$ cat config.mk
export PLATFORM = sky130hd
export DESIGN_NAME = ex_muldiv
export DESIGN_NICKNAME = d
export VERILOG_FILES = /design/src/rtl/ex_muldiv.sv
export SDC_FILE = /design/constraint.sdc
export NUM_CORES = 1
export LEC_CHECK = 0
export CORE_MARGIN = 5
export CORE_UTILIZATION = 30
export DETAILED_ROUTE_END_ITERATION = 16
export GPL_ROUTABILITY_DRIVEN = 0
export PLACE_DENSITY = 0.6
export SYNTH_ARGS = -nofsm -noshare
export SYNTH_HDL_FRONTEND = slang
export SYNTH_SLANG_ARGS = --single-unit
$ cat constraint.sdc
create_clock -name clk -period 7.05 [get_ports clk]
set_input_delay 1.41 -clock clk [delete_from_list [all_inputs] [get_ports clk]]
set_output_delay 1.41 -clock clk [all_outputs]
set_load 0.005 [all_outputs]
$ cat src/rtl/ex_muldiv.sv
// Iterative multiply/divide unit for the EX stage: radix-2 shift-add multiply and
// restoring divide, one step per cycle, with operand forwarding and HI/LO write-back.
module ex_muldiv #(
  parameter int DATA_WIDTH = 32,
  parameter int ADDR_WIDTH = 5
) (
  input  logic                  clk,
  input  logic                  rst,
  input  logic                  flush,
  input  logic                  valid_in,
  input  logic [2:0]            MdOp,
  input  logic [DATA_WIDTH-1:0] rdata_1,
  input  logic [DATA_WIDTH-1:0] rdata_2,
  input  logic [DATA_WIDTH-1:0] data_out_MEM,
  input  logic [DATA_WIDTH-1:0] data_out_WB,
  input  logic [1:0]            FWA,
  input  logic [1:0]            FWB,
  input  logic [DATA_WIDTH-1:0] hi,
  input  logic [DATA_WIDTH-1:0] lo,
  input  logic [DATA_WIDTH-1:0] hi_MEM,
  input  logic [DATA_WIDTH-1:0] hi_WB,
  input  logic [DATA_WIDTH-1:0] lo_MEM,
  input  logic [DATA_WIDTH-1:0] lo_WB,
  input  logic [1:0]            FWhi,
  input  logic [1:0]            FWlo,
  input  logic [ADDR_WIDTH-1:0] target_in,
  output logic [ADDR_WIDTH-1:0] target_EX,
  output logic                  stall_req,
  output logic                  we_hi,
  output logic                  we_lo,
  output logic [DATA_WIDTH-1:0] hi_EX,
  output logic [DATA_WIDTH-1:0] lo_EX,
  output logic                  div_by_zero
);

  localparam int W  = DATA_WIDTH;
  localparam int CW = $clog2(DATA_WIDTH + 1);
  localparam logic [CW-1:0] CNT_LOAD = CW'(DATA_WIDTH);
  localparam logic [CW-1:0] CNT_ONE  = CW'(1);

  typedef enum logic [1:0] {
    IDLE = 2'd0,
    MUL  = 2'd1,
    DIV  = 2'd2,
    DONE = 2'd3
  } state_t;

  function automatic logic [W-1:0] fwd_sel(input logic [1:0] sel, input logic [W-1:0] rf,
                                           input logic [W-1:0] mem, input logic [W-1:0] wb);
    case (sel)
      2'b01:   return mem;
      2'b10:   return wb;
      default: return rf;
    endcase
  endfunction

  function automatic logic [W-1:0] magnitude(input logic [W-1:0] v, input logic neg);
    return neg ? ({W{1'b0}} - v) : v;
  endfunction

  state_t        state_r, next_state_s;
  logic [W-1:0]  op_a_s, op_b_s, hi_in_s, lo_in_s, mag_a_s, mag_b_s;
  logic          is_mul_s, is_div_s, signed_s, sign_a_s, sign_b_s, b_zero_s, start_s;
  logic [W-1:0]  a_r, b_r, a_raw_r, acc_r, lo_r;
  logic [CW-1:0] cnt_r;
  logic          sign_a_r, sign_b_r, is_div_r, dbz_r;
  logic [W:0]    sum_s, rem_sh_s, diff_s;
  logic [W-1:0]  step_acc_s, step_lo_s, quo_s, rem_s;
  logic [2*W-1:0] prod_s, prod_res_s;

  assign target_EX = target_in;

  // Operand forwarding and opcode decode
  always_comb begin
    op_a_s   = fwd_sel(FWA, rdata_1, data_out_MEM, data_out_WB);
    op_b_s   = fwd_sel(FWB, rdata_2, data_out_MEM, data_out_WB);
    hi_in_s  = fwd_sel(FWhi, hi, hi_MEM, hi_WB);
    lo_in_s  = fwd_sel(FWlo, lo, lo_MEM, lo_WB);
    is_mul_s = 1'b0;
    is_div_s = 1'b0;
    signed_s = 1'b0;
    case (MdOp)
      3'b001: begin is_mul_s = 1'b1; signed_s = 1'b1; end
      3'b010: begin is_mul_s = 1'b1; end
      3'b011: begin is_div_s = 1'b1; signed_s = 1'b1; end
      3'b100: begin is_div_s = 1'b1; end
      default: begin is_mul_s = 1'b0; end
    endcase
    sign_a_s = signed_s & op_a_s[W-1];
    sign_b_s = signed_s & op_b_s[W-1];
    mag_a_s  = magnitude(op_a_s, sign_a_s);
    mag_b_s  = magnitude(op_b_s, sign_b_s);
    b_zero_s = (op_b_s == {W{1'b0}});
    start_s  = (state_r == IDLE) & valid_in & (is_mul_s | is_div_s) & ~flush;
  end

  // State register
  always_ff @(posedge clk or posedge rst) begin
    if (rst) state_r <= IDLE;
    else     state_r <= next_state_s;
  end

  // Next-state logic; flush overrides everything
  always_comb begin
    next_state_s = state_r;
    if (flush) begin
      next_state_s = IDLE;
    end else begin
      case (state_r)
        IDLE: begin
          if (!start_s)      next_state_s = IDLE;
          else if (is_mul_s) next_state_s = MUL;
          else if (b_zero_s) next_state_s = DONE;
          else               next_state_s = DIV;
        end
        MUL, DIV: begin
          if (cnt_r == CNT_ONE) next_state_s = DONE;
          else                  next_state_s = state_r;
        end
        DONE:    next_state_s = IDLE;
        default: next_state_s = IDLE;
      endcase
    end
  end

  // One iteration step: acc holds the running high half / partial remainder,
  // lo holds the multiplier being shifted out / quotient being shifted in
  always_comb begin
    sum_s      = {1'b0, acc_r} + (lo_r[0] ? {1'b0, a_r} : {(W+1){1'b0}});
    rem_sh_s   = {acc_r, lo_r[W-1]};
    diff_s     = rem_sh_s - {1'b0, b_r};
    step_acc_s = acc_r;
    step_lo_s  = lo_r;
    case (state_r)
      MUL: begin
        step_acc_s = sum_s[W:1];
        step_lo_s  = {sum_s[0], lo_r[W-1:1]};
      end
      DIV: begin
        if (diff_s[W]) begin
          step_acc_s = rem_sh_s[W-1:0];
          step_lo_s  = {lo_r[W-2:0], 1'b0};
        end else begin
          step_acc_s = diff_s[W-1:0];
          step_lo_s  = {lo_r[W-2:0], 1'b1};
        end
      end
      default: begin
        step_acc_s = acc_r;
        step_lo_s  = lo_r;
      end
    endcase
  end

  // Operand latch on start, iterate while busy
  always_ff @(posedge clk or posedge rst) begin
    if (rst) begin
      a_r      <= {W{1'b0}};
      b_r      <= {W{1'b0}};
      a_raw_r  <= {W{1'b0}};
      acc_r    <= {W{1'b0}};
      lo_r     <= {W{1'b0}};
      cnt_r    <= {CW{1'b0}};
      sign_a_r <= 1'b0;
      sign_b_r <= 1'b0;
      is_div_r <= 1'b0;
      dbz_r    <= 1'b0;
    end else if (start_s) begin
      a_r      <= mag_a_s;
      b_r      <= mag_b_s;
      a_raw_r  <= op_a_s;
      acc_r    <= {W{1'b0}};
      lo_r     <= is_div_s ? mag_a_s : mag_b_s;
      cnt_r    <= CNT_LOAD;
      sign_a_r <= sign_a_s;
      sign_b_r <= sign_b_s;
      is_div_r <= is_div_s;
      dbz_r    <= is_div_s & b_zero_s;
    end else if ((state_r == MUL) || (state_r == DIV)) begin
      acc_r <= step_acc_s;
      lo_r  <= step_lo_s;
      cnt_r <= cnt_r - CNT_ONE;
    end
  end

  // Outputs: result and write enables only in DONE, forwarded HI/LO otherwise
  always_comb begin
    prod_s     = {acc_r, lo_r};
    prod_res_s = (sign_a_r ^ sign_b_r) ? ({(2*W){1'b0}} - prod_s) : prod_s;
    quo_s      = (sign_a_r ^ sign_b_r) ? ({W{1'b0}} - lo_r) : lo_r;
    rem_s      = sign_a_r ? ({W{1'b0}} - acc_r) : acc_r;
    case (state_r)
      IDLE:     stall_req = start_s;
      MUL, DIV: stall_req = 1'b1;
      default:  stall_req = 1'b0;
    endcase
    we_hi       = 1'b0;
    we_lo       = 1'b0;
    div_by_zero = 1'b0;
    hi_EX       = hi_in_s;
    lo_EX       = lo_in_s;
    if (state_r == DONE) begin
      we_hi = 1'b1;
      we_lo = 1'b1;
      if (dbz_r) begin
        div_by_zero = 1'b1;
        hi_EX       = a_raw_r;
        lo_EX       = {W{1'b1}};
      end else if (is_div_r) begin
        hi_EX = rem_s;
        lo_EX = quo_s;
      end else begin
        hi_EX = prod_res_s[2*W-1:W];
        lo_EX = prod_res_s[W-1:0];
      end
    end else begin
      hi_EX = hi_in_s;
      lo_EX = lo_in_s;
    end
  end

endmodule

## After elaboration in Yosys (flattened, before gate mapping)

Index checks and enable logic that the tools add are counted.

| storage, ports and cells | value |
|---|---|
| register bits | 172 |
| bits in read-only memories | 0 |
| latch bits | 0 |
| memories kept | 0 |
| logic and storage cells | 95 |
| RAM bits | 0 |
| output and inout port bits | 73 |
| input port bits | 340 |

| cells by class | value |
|---|---|
| add/subtract/negate cells | 8 |
| equal/unequal tests | 17 |
| shifts and indexed selects | 0 |
| bitwise gates (word level) | 9 |
| order comparisons | 0 |
| mux-type cells | 40 |
| $mul | 0 |
| div/mod/pow operators | 0 |
| reduce and logical (&&, ||, !) cells | 10 |

Operators by type and width:

| cell | number |
|---|---|
| $mux 32 | 17 |
| $pmux 32 s2 | 6 |
| $sub 1x32->32 const A | 4 |
| $mux 64 | 1 |
| $sub 1x64->64 const A | 1 |
| $add 32x32->33 | 1 |
| $sub 33x32->33 | 1 |
| $logic_not 32->1 | 1 |
| $eq 2x2->1 const B | 6 |
| $mux 6 | 2 |
| $eq 2x1->1 const B | 5 |
| $mux 1 | 8 |
| $mux 2 | 4 |
| $reduce_or 2->1 | 4 |
| $and 1x1->1 | 6 |
| $eq 3x2->1 const B | 2 |
| $eq 6x1->1 const B | 1 |
| $pmux 2 s3 | 1 |
| $sub 6x1->6 const B | 1 |
| $eq 3x1->1 const B | 1 |
| $eq 3x3->1 const B | 1 |
| $ne 3x3->1 const B | 1 |
| $reduce_bool 3->1 | 1 |
| $logic_not 2->1 | 1 |
| other kinds (7) | 7 |

## Logic depth before layout (Yosys ltp)

Gate-level depths: netlist (run 1).

| logic depth | value |
|---|---|
| depth in word-level cells | 9 |
| mapped depth | 16 |
| mapped depth without buffers | 14 |

## Worst setup path after synthesis (run 1)

Ideal clock, no wire load.

| timing path | value |
|---|---|
| kind | input to output |
| from | in MdOp[0] |
| to | out stall_req |
| path buffers | 4 |
| arrival time | 3.328 ns |
| data required time | 5.640 ns |
| cell stages on the path | 10 |
| slack | 2.312 ns |
| path through | nor2b_1 a22o_1 nand2b_1 clkbuf_1 nand2_1 clkbuf_1 buf_1 clkbuf_1 nor2_1 nor2_1 |

| between the ends | value |
|---|---|
| cells in the longest elaborated chain, start to end | 7 |
| elaborated cells on any way between the ends | 12 |
| classes of those cells | eq/ne: 4; mux: 3; bitwise: 3; reduce/logical: 2 |

Ends and longest elaborated chain:

| element | line | text |
|---|---|---|
| start: declaration | 11 | `input logic [2:0] MdOp,` |
| $eq 3x1->1, or another cell as far along | 82 | `case (MdOp)` |
| $reduce_or 2->1 (no source line) | -- |  |
| $mux 1 | 82 |  |
| $or 1x1->1 (*) | 94 | `start_s = (state_r == IDLE) & valid_in & (is_mul_s \| is_div_s) & ~flush;` |
| $and 1x1->1 (*) (2 in series) | 94 |  |
| $pmux 1 s2 (*) | 192 | `case (state_r)` |
| end: declaration | 28 | `output logic stall_req,` |

Mark *: on every way between the ends. The rest lies on a longest branch, timed or not.

## Worst setup path in the final report (run 1)

| timing path | value |
|---|---|
| from | reg lo_r[0] |
| to | out hi_EX[22] |

| between the ends | value |
|---|---|
| cells in the longest elaborated chain, start to end | 5 |

Ends and longest elaborated chain:

| element | line | text |
|---|---|---|
| start: declaration | 64 | `logic [W-1:0] a_r, b_r, a_raw_r, acc_r, lo_r;` |
| start signal: assignment | 162 | `lo_r <= {W{1'b0}};` |
| start signal: assignment | 173 | `lo_r <= is_div_s ? mag_a_s : mag_b_s;` |
| start signal: assignment | 181 | `lo_r <= step_lo_s;` |
| $sub 1x64->64 | 189 | `prod_res_s = (sign_a_r ^ sign_b_r) ? ({(2*W){1'b0}} - prod_s) : prod_s;` |
| $mux 64 | 189 |  |
| $mux 32 | 209 | `end else if (is_div_r) begin` |
| $mux 32 | 205 | `if (dbz_r) begin` |
| $mux 32 | 202 | `if (state_r == DONE) begin` |
| end: declaration | 31 | `output logic [DATA_WIDTH-1:0] hi_EX,` |

No other way between the ends.

==> flow_metrics.env, run 1 <==
export IMPL_cts_hold_buffers=0
export IMPL_rsz0062_at_grt="no"
export IMPL_p_switching_uw=4430
export IMPL_p_sw_share_pct=52.1
export IMPL_hold_viol_final=0
export IMPL_drv_cap=0
export IMPL_firstDrtPassIters=6
export IMPL_async_flop_share_pct=100
export IMPL_outcome="complete, no violations"
export IMPL_ys_types=85
export IMPL_row_count=88
export IMPL_clock_fmax_ghz=0.162
export IMPL_hp_class="reg2reg"
export IMPL_yosysMostFrequentCell="a21oi_1"
export IMPL_ys_warn_count=0
export IMPL_placed_area_um2=22200
export IMPL_vias=20100
export IMPL_drtAntennaViolNets=0
export IMPL_synth_edf_count=0
export IMPL_power_leakage_uw=0.00921
export IMPL_required_ps=5640
export IMPL_synth_top_area_share_pct=24.4
export IMPL_synth_nets=2796
export IMPL_initial_core_util_pct=30.4
export IMPL_crit_path_top_delay_cell="clkdlybuf4s50_1"
export IMPL_grt_pass1_vias=19400
export IMPL_htreeDepth=4
export IMPL_final_util_pct=39.5
export IMPL_yosys_top_cells_count="a21oi_1, nor2_1, o21ai_0"
export IMPL_worst_slew_pin_slew_ps=1360
export IMPL_drc=0
export IMPL_fin_crit_sh_pct=87.4
export IMPL_powerDensity_nw_per_um2=372
export IMPL_crit_path_end_kind="output port"
export IMPL_cts_resized=0
export IMPL_antenna_found_initial=0
export IMPL_fp_dieW_um=252
export IMPL_synth_area_top_cells="dfrtp_1, a21oi_1, o21ai_0, nor2_1, ha_1"
export IMPL_cts_tree="yes"
export IMPL_skew_ps=15.3
export IMPL_path_clk_slew_ps=70
export IMPL_yosys_register_bits=171
export IMPL_clkPwrFrac_pct=11.8
export IMPL_setup_viol=0
export IMPL_grt_pass1_wl_um=120000
export IMPL_die_area_um2=63500
export IMPL_drt_iter0_markers=2500
export IMPL_clock_latency_ps=450
export IMPL_synthFlopType="dfrtp_1"
export IMPL_path_max_fanout=36
export IMPL_yosysTopAreaCell="dfrtp_1"
export IMPL_drive_above_1_share_pct=4.41
export IMPL_drv_slew=0
export IMPL_critPathArrivalTime_ps=4750
export IMPL_io_pins=413
export IMPL_coreArea_um2=57800
export IMPL_area_delta_synth_final_pct=30.0
export IMPL_finalNetCount=3090
export IMPL_vdd_drop_max_mv=0.200
export IMPL_avgSynthCellArea_um2=7.41
export IMPL_fin_area_um2=22800
export IMPL_critical_path_max_stage_delay_ps=530
export IMPL_ys_seq_area_share_pct=24.4
export IMPL_p_comb_share_pct=63.3
export IMPL_root_buffer="clkbuf_16"
export IMPL_slew_headroom_pct=8.56
export IMPL_setup_worst_path_start_class="flip-flop"
export IMPL_port_buffers=402
export IMPL_wl_um=81100
export IMPL_fp_dieH_um=252
export IMPL_power_share_sequential_pct=24.9
export IMPL_post_cts_setup_buffer_count=0
export IMPL_power_internal_uw=4070
export IMPL_viasPerCell=5.85
export IMPL_dp_hpwl_um=64700
export IMPL_cts_buffers=17
export IMPL_period_needed_ps=6160
export IMPL_antenna_cells=0
export IMPL_path_cells="buf_4 -> inv_1 -> ha_1 -> or3b_2 -> nand4b_1 -> nor3_1 -> buf_4 -> a21oi_1 -> o21ai_1 -> nand2_1 -> xor2_1 -> mux2i_1 -> a21oi_1 -> clkdlybuf4s50_1"
export IMPL_setup_tns_ps=0
export IMPL_grt_max_degree=98
export IMPL_grt_overflow=0
export IMPL_gr_usage_all_layers_pct=24.1
export IMPL_synthCells=2371
export IMPL_cts_sinks=171
export IMPL_routedWlPerCell_um=23.5
export IMPL_syn_area_um2=17600
export IMPL_clk_path_buf_depth=2
export IMPL_crit_type="reg2out"
## layout make-up
cell class / instances / area (µm²)
clock inverters: 15 / 181
fillers: 5891 / 35000
inverters: 80 / 305
well taps: 765 / 957
multi-input cells: 1950 / 12300
flip-flops and latches: 171 / 4280
clock buffers: 17 / 425
repair buffers: 445 / 4350
## metrics by stage
step / cells / setup WS, ps / power, µW / hold WS, ps
floorplan: 2371 / 1010 / 5440 / 441
global placement: 3411 / 1380 / 7250 / 461
detailed placement: 3411 / 1310 / 7320 / 470
CTS: 3443 / 957 / 8340 / 486
global route: 3443 / 761 / 9020 / 518
finish: 3443 / 886 / 8500 / 483
## layout by cell type (no fill, tap or decap), types with 75 or more instances in the layout
master	netlist	final
a21oi_1	280	280
a22oi_1	81	81
clkdlybuf4s50_1	0	402
dfrtp_1	171	171
ha_1	83	79
inv_1	76	75
nand2_1	184	183
nor2_1	277	276
o21ai_0	237	237
xnor2_1	89	89
xor2_1	87	87
## cells by family (layout without fill, tap and decap cells)
group | count (synthesis) | after routing | synth area share [%]
and+or+nand+nor | 703 | 703 | 18.5
buffers and inverters | 250 | 557 | 5.65
xor gates and xnor gates | 176 | 176 | 8.77
DFF | 171 | 171 | 24.4
AOI/OAI and AO/OA | 939 | 939 | 33.9
muxes | 47 | 47 | 2.71
adders and majority gates | 85 | 85 | 6.14
## metal layers
metal	GRT usage (%)	wire length (µm)	vias to the layer above
met4	9.49	3590	0
met1	31.5	32700	9620
met2	39.4	37800	1094
met3	4.67	7010	162
met5	0	0	-
li1	-	-	9266
## state kept, by name, summed over array words and instances, names as in the netlist, 2 cells and up
name,flops
cnt_r,6
acc_r,32
state_r,2
a_raw_r,31
b_r,32
lo_r,32
a_r,32
## power groups by stage
stage | combinational [µW] | sequential (µW) | clock, µW
5_1_grt | 5840 | 2150 | 1030
2_1_floorplan | 3700 | 1740 | 0
3_3_place_gp | 5160 | 2090 | 0
6_report | 5380 | 2120 | 1000
4_1_cts | 5260 | 2090 | 997
3_5_place_dp | 5210 | 2110 | 0
## worst max-delay path, delay by kind of cell, from the launching register on
kind / cells / cell delay, ps
simple gates: 4 / 1200
buf+inv: 4 / 1200
compound gates: 3 / 830
flops: 1 / 360
xor+xnor: 1 / 300
fa+ha+maj: 1 / 230
mux: 1 / 180
## worst paths after layout
| kind | startpoint | to | slack [ps] | depth (start not counted) |
|---|---|---|---|---|
| hold reg to reg | a_raw_r[21] | a_raw_r[21] | 480 | 2 |
| setup reg to reg | acc_r[0] | acc_r[2] | 2360 | 13 |
| hold / removal | a_raw_r[21] | a_raw_r[21] | 480 | 2 |
| setup / recovery | lo_r[0] | hi_EX[22] | 890 | 14 |
| min in group asynchronous | rst | a_raw_r[13] | 1450 | 2 |
| max in group asynchronous | rst | a_r[2] | 4360 | 3 |
Note: power is estimated with default switching activity, not from simulation.
==> inputs of run 2 (changes only) <==
==> constraint.sdc (replaced) <==
create_clock -name clk -period 7.05 [get_ports clk]
set_input_delay 2.115 -clock clk [delete_from_list [all_inputs] [get_ports clk]]
set_output_delay 2.115 -clock clk [all_outputs]
set_load 0.005 [all_outputs]
==> run 2 against run 1 <==
Against the previous run: clock power increased by 6%; non-clock buffer count increased by 4; largest power group unchanged; register-to-register slack about the same.
==> flow_metrics.env, run 2 (synthesis results as in run 1) <==
export IMPL_clock_latency_ps=470
export IMPL_fp_dieH_um=252
export IMPL_cts_hold_buffers=0
export IMPL_io_pins=413
export IMPL_drtAntennaViolNets=0
export IMPL_rsz0062_at_grt="no"
export IMPL_dp_hpwl_um=63700
export IMPL_path_max_fanout=7
export IMPL_p_switching_uw=4430
export IMPL_final_util_pct=39.7
export IMPL_clkPwrFrac_pct=12.4
export IMPL_area_delta_synth_final_pct=30.7
export IMPL_grt_overflow=0
export IMPL_power_total_uw=8560
export IMPL_vdd_drop_max_mv=0.207
export IMPL_drive_above_1_share_pct=4.66
export IMPL_setup_slack_ps=312
export IMPL_pre_cts_ws_ps=430
export IMPL_power_leakage_uw=0.00928
export IMPL_final_common_cell="clkdlybuf4s50_1"
export IMPL_die_area_um2=63500
export IMPL_routedWlPerCell_um=23.4
export IMPL_finalNetCount=3094
export IMPL_critical_path_max_stage_delay_ps=670
export IMPL_hold_viol_final=0
export IMPL_clk_path_buf_depth=2
export IMPL_cts_sinks=171
export IMPL_wl_um=80500
export IMPL_crit_path_top_delay_cell="or4b_2"
export IMPL_final_cell_mix="clkdlybuf4s50_1, a21oi_1, nor2_1"
export IMPL_worst_slew_pin_slew_ps=1210
export IMPL_crit_type="reg2out"
export IMPL_setup_worst_path_start_class="flip-flop"
export IMPL_port_buffers=402
export IMPL_power_internal_uw=4130
export IMPL_antenna_found_initial=1
export IMPL_drv_cap=0
export IMPL_p_comb_share_pct=63.1
export IMPL_skew_ps=21.2
export IMPL_coreArea_um2=57800
export IMPL_htreeDepth=4
export IMPL_fin_crit_sh_pct=95.6
export IMPL_grt_max_degree=128
export IMPL_antenna_cells=0
export IMPL_power_share_sequential_pct=24.5
export IMPL_cts_buffers=17
export IMPL_drv_slew=0
export IMPL_cts_tree="yes"
export IMPL_path_cells="inv_1 -> ha_1 -> or4b_2 -> nor2b_2 -> nand2_1 -> nor3_1 -> a21oi_1 -> o21ai_2 -> nand2_1 -> xor2_1 -> mux2i_1 -> a21oi_1 -> clkdlybuf4s50_1"
export IMPL_gr_usage_all_layers_pct=23.9
export IMPL_required_ps=4930
export IMPL_drt_iter0_markers=2108
export IMPL_clock_fmax_ghz=0.148
export IMPL_vias=20300
export IMPL_viasPerCell=5.88
export IMPL_setup_tns_ps=0
export IMPL_firstDrtPassIters=6
export IMPL_hp_class="reg2reg"
export IMPL_period_needed_ps=6740
export IMPL_critPathArrivalTime_ps=4620
export IMPL_grt_pass1_wl_um=120000
export IMPL_drc=0
export IMPL_slew_headroom_pct=19.2
export IMPL_setup_viol=0
export IMPL_row_count=88
export IMPL_path_clk_slew_ps=80
export IMPL_r2r_slack_ps=2370
export IMPL_p_sw_share_pct=51.8
export IMPL_initial_core_util_pct=30.4
export IMPL_crit_path_end_kind="output port"
export IMPL_powerDensity_nw_per_um2=373
export IMPL_outcome="complete, no violations"
export IMPL_grt_pass1_vias=19400
export IMPL_root_buffer="clkbuf_16"
export IMPL_fp_dieW_um=252
export IMPL_n_fill_cell=5901
run 2: worst paths after layout:
check	start	end	cells after the start
max	acc_r[1]	hi_EX[22]	13
min	a_raw_r[25]	a_raw_r[25]	2
max reg2reg	acc_r[0]	acc_r[0]	13
min reg2reg	a_raw_r[25]	a_raw_r[25]	2
max in group asynchronous	rst	a_r[1]	3
min in group asynchronous	rst	a_raw_r[13]	2
run 2: final cells by class:
class	instances	area, µm²	area share (%)
Tap cell	765	957	4.17
Inverter	80	305	1.33
Clock inverter	15	220	0.959
Timing Repair Buffer	449	4430	19.3
Multi-Input combinational cell	1950	12400	53.8
Sequential cell	171	4280	18.6
Clock buffer	17	425	1.85
run 2: metrics by stage:
stage	std cells	cell area, µm²	hold slack, ps
global route	3447	23000	498
global placement	3415	22300	457
finish	3447	23000	484
detailed placement	3415	22300	465
CTS	3447	23000	484
floorplan	2371	17600	441
run 2: layer usage:
| layer | routed length (µm) | global-route usage [%] |
|---|---|---|
| met1 | 33200 | 31.6 |
| met2 | 37500 | 39.0 |
| met3 | 6600 | 4.72 |
| met4 | 3230 | 8.61 |
| met5 | 0 | 0 |
run 2: worst max-delay path, delay by kind of cell (launching register included):
kind | cells | cell delay [ps]
xor gates and xnor gates | 1 | 300
DFF | 1 | 490
muxes | 1 | 200
buffers and inverters | 2 | 760
AOI/OAI and AO/OA | 3 | 640
adders and majority gates | 1 | 240
and+or+nand+nor | 5 | 1510
run 2: power by group through the flow:
stage,combinational (µW),sequential [µW],clock (µW)
floorplan,3700,1740,0
global placement,5190,2060,0
detailed placement,5250,2070,0
CTS,5290,2060,1070
global route,5880,2130,1110
finish,5400,2090,1060
run 2: what timing repair did:
item | in CTS | in global routing
gates resized for setup | 0 | 2
setup buffers | 0 | 0
endpoints found under the setup margin | 0 | 1
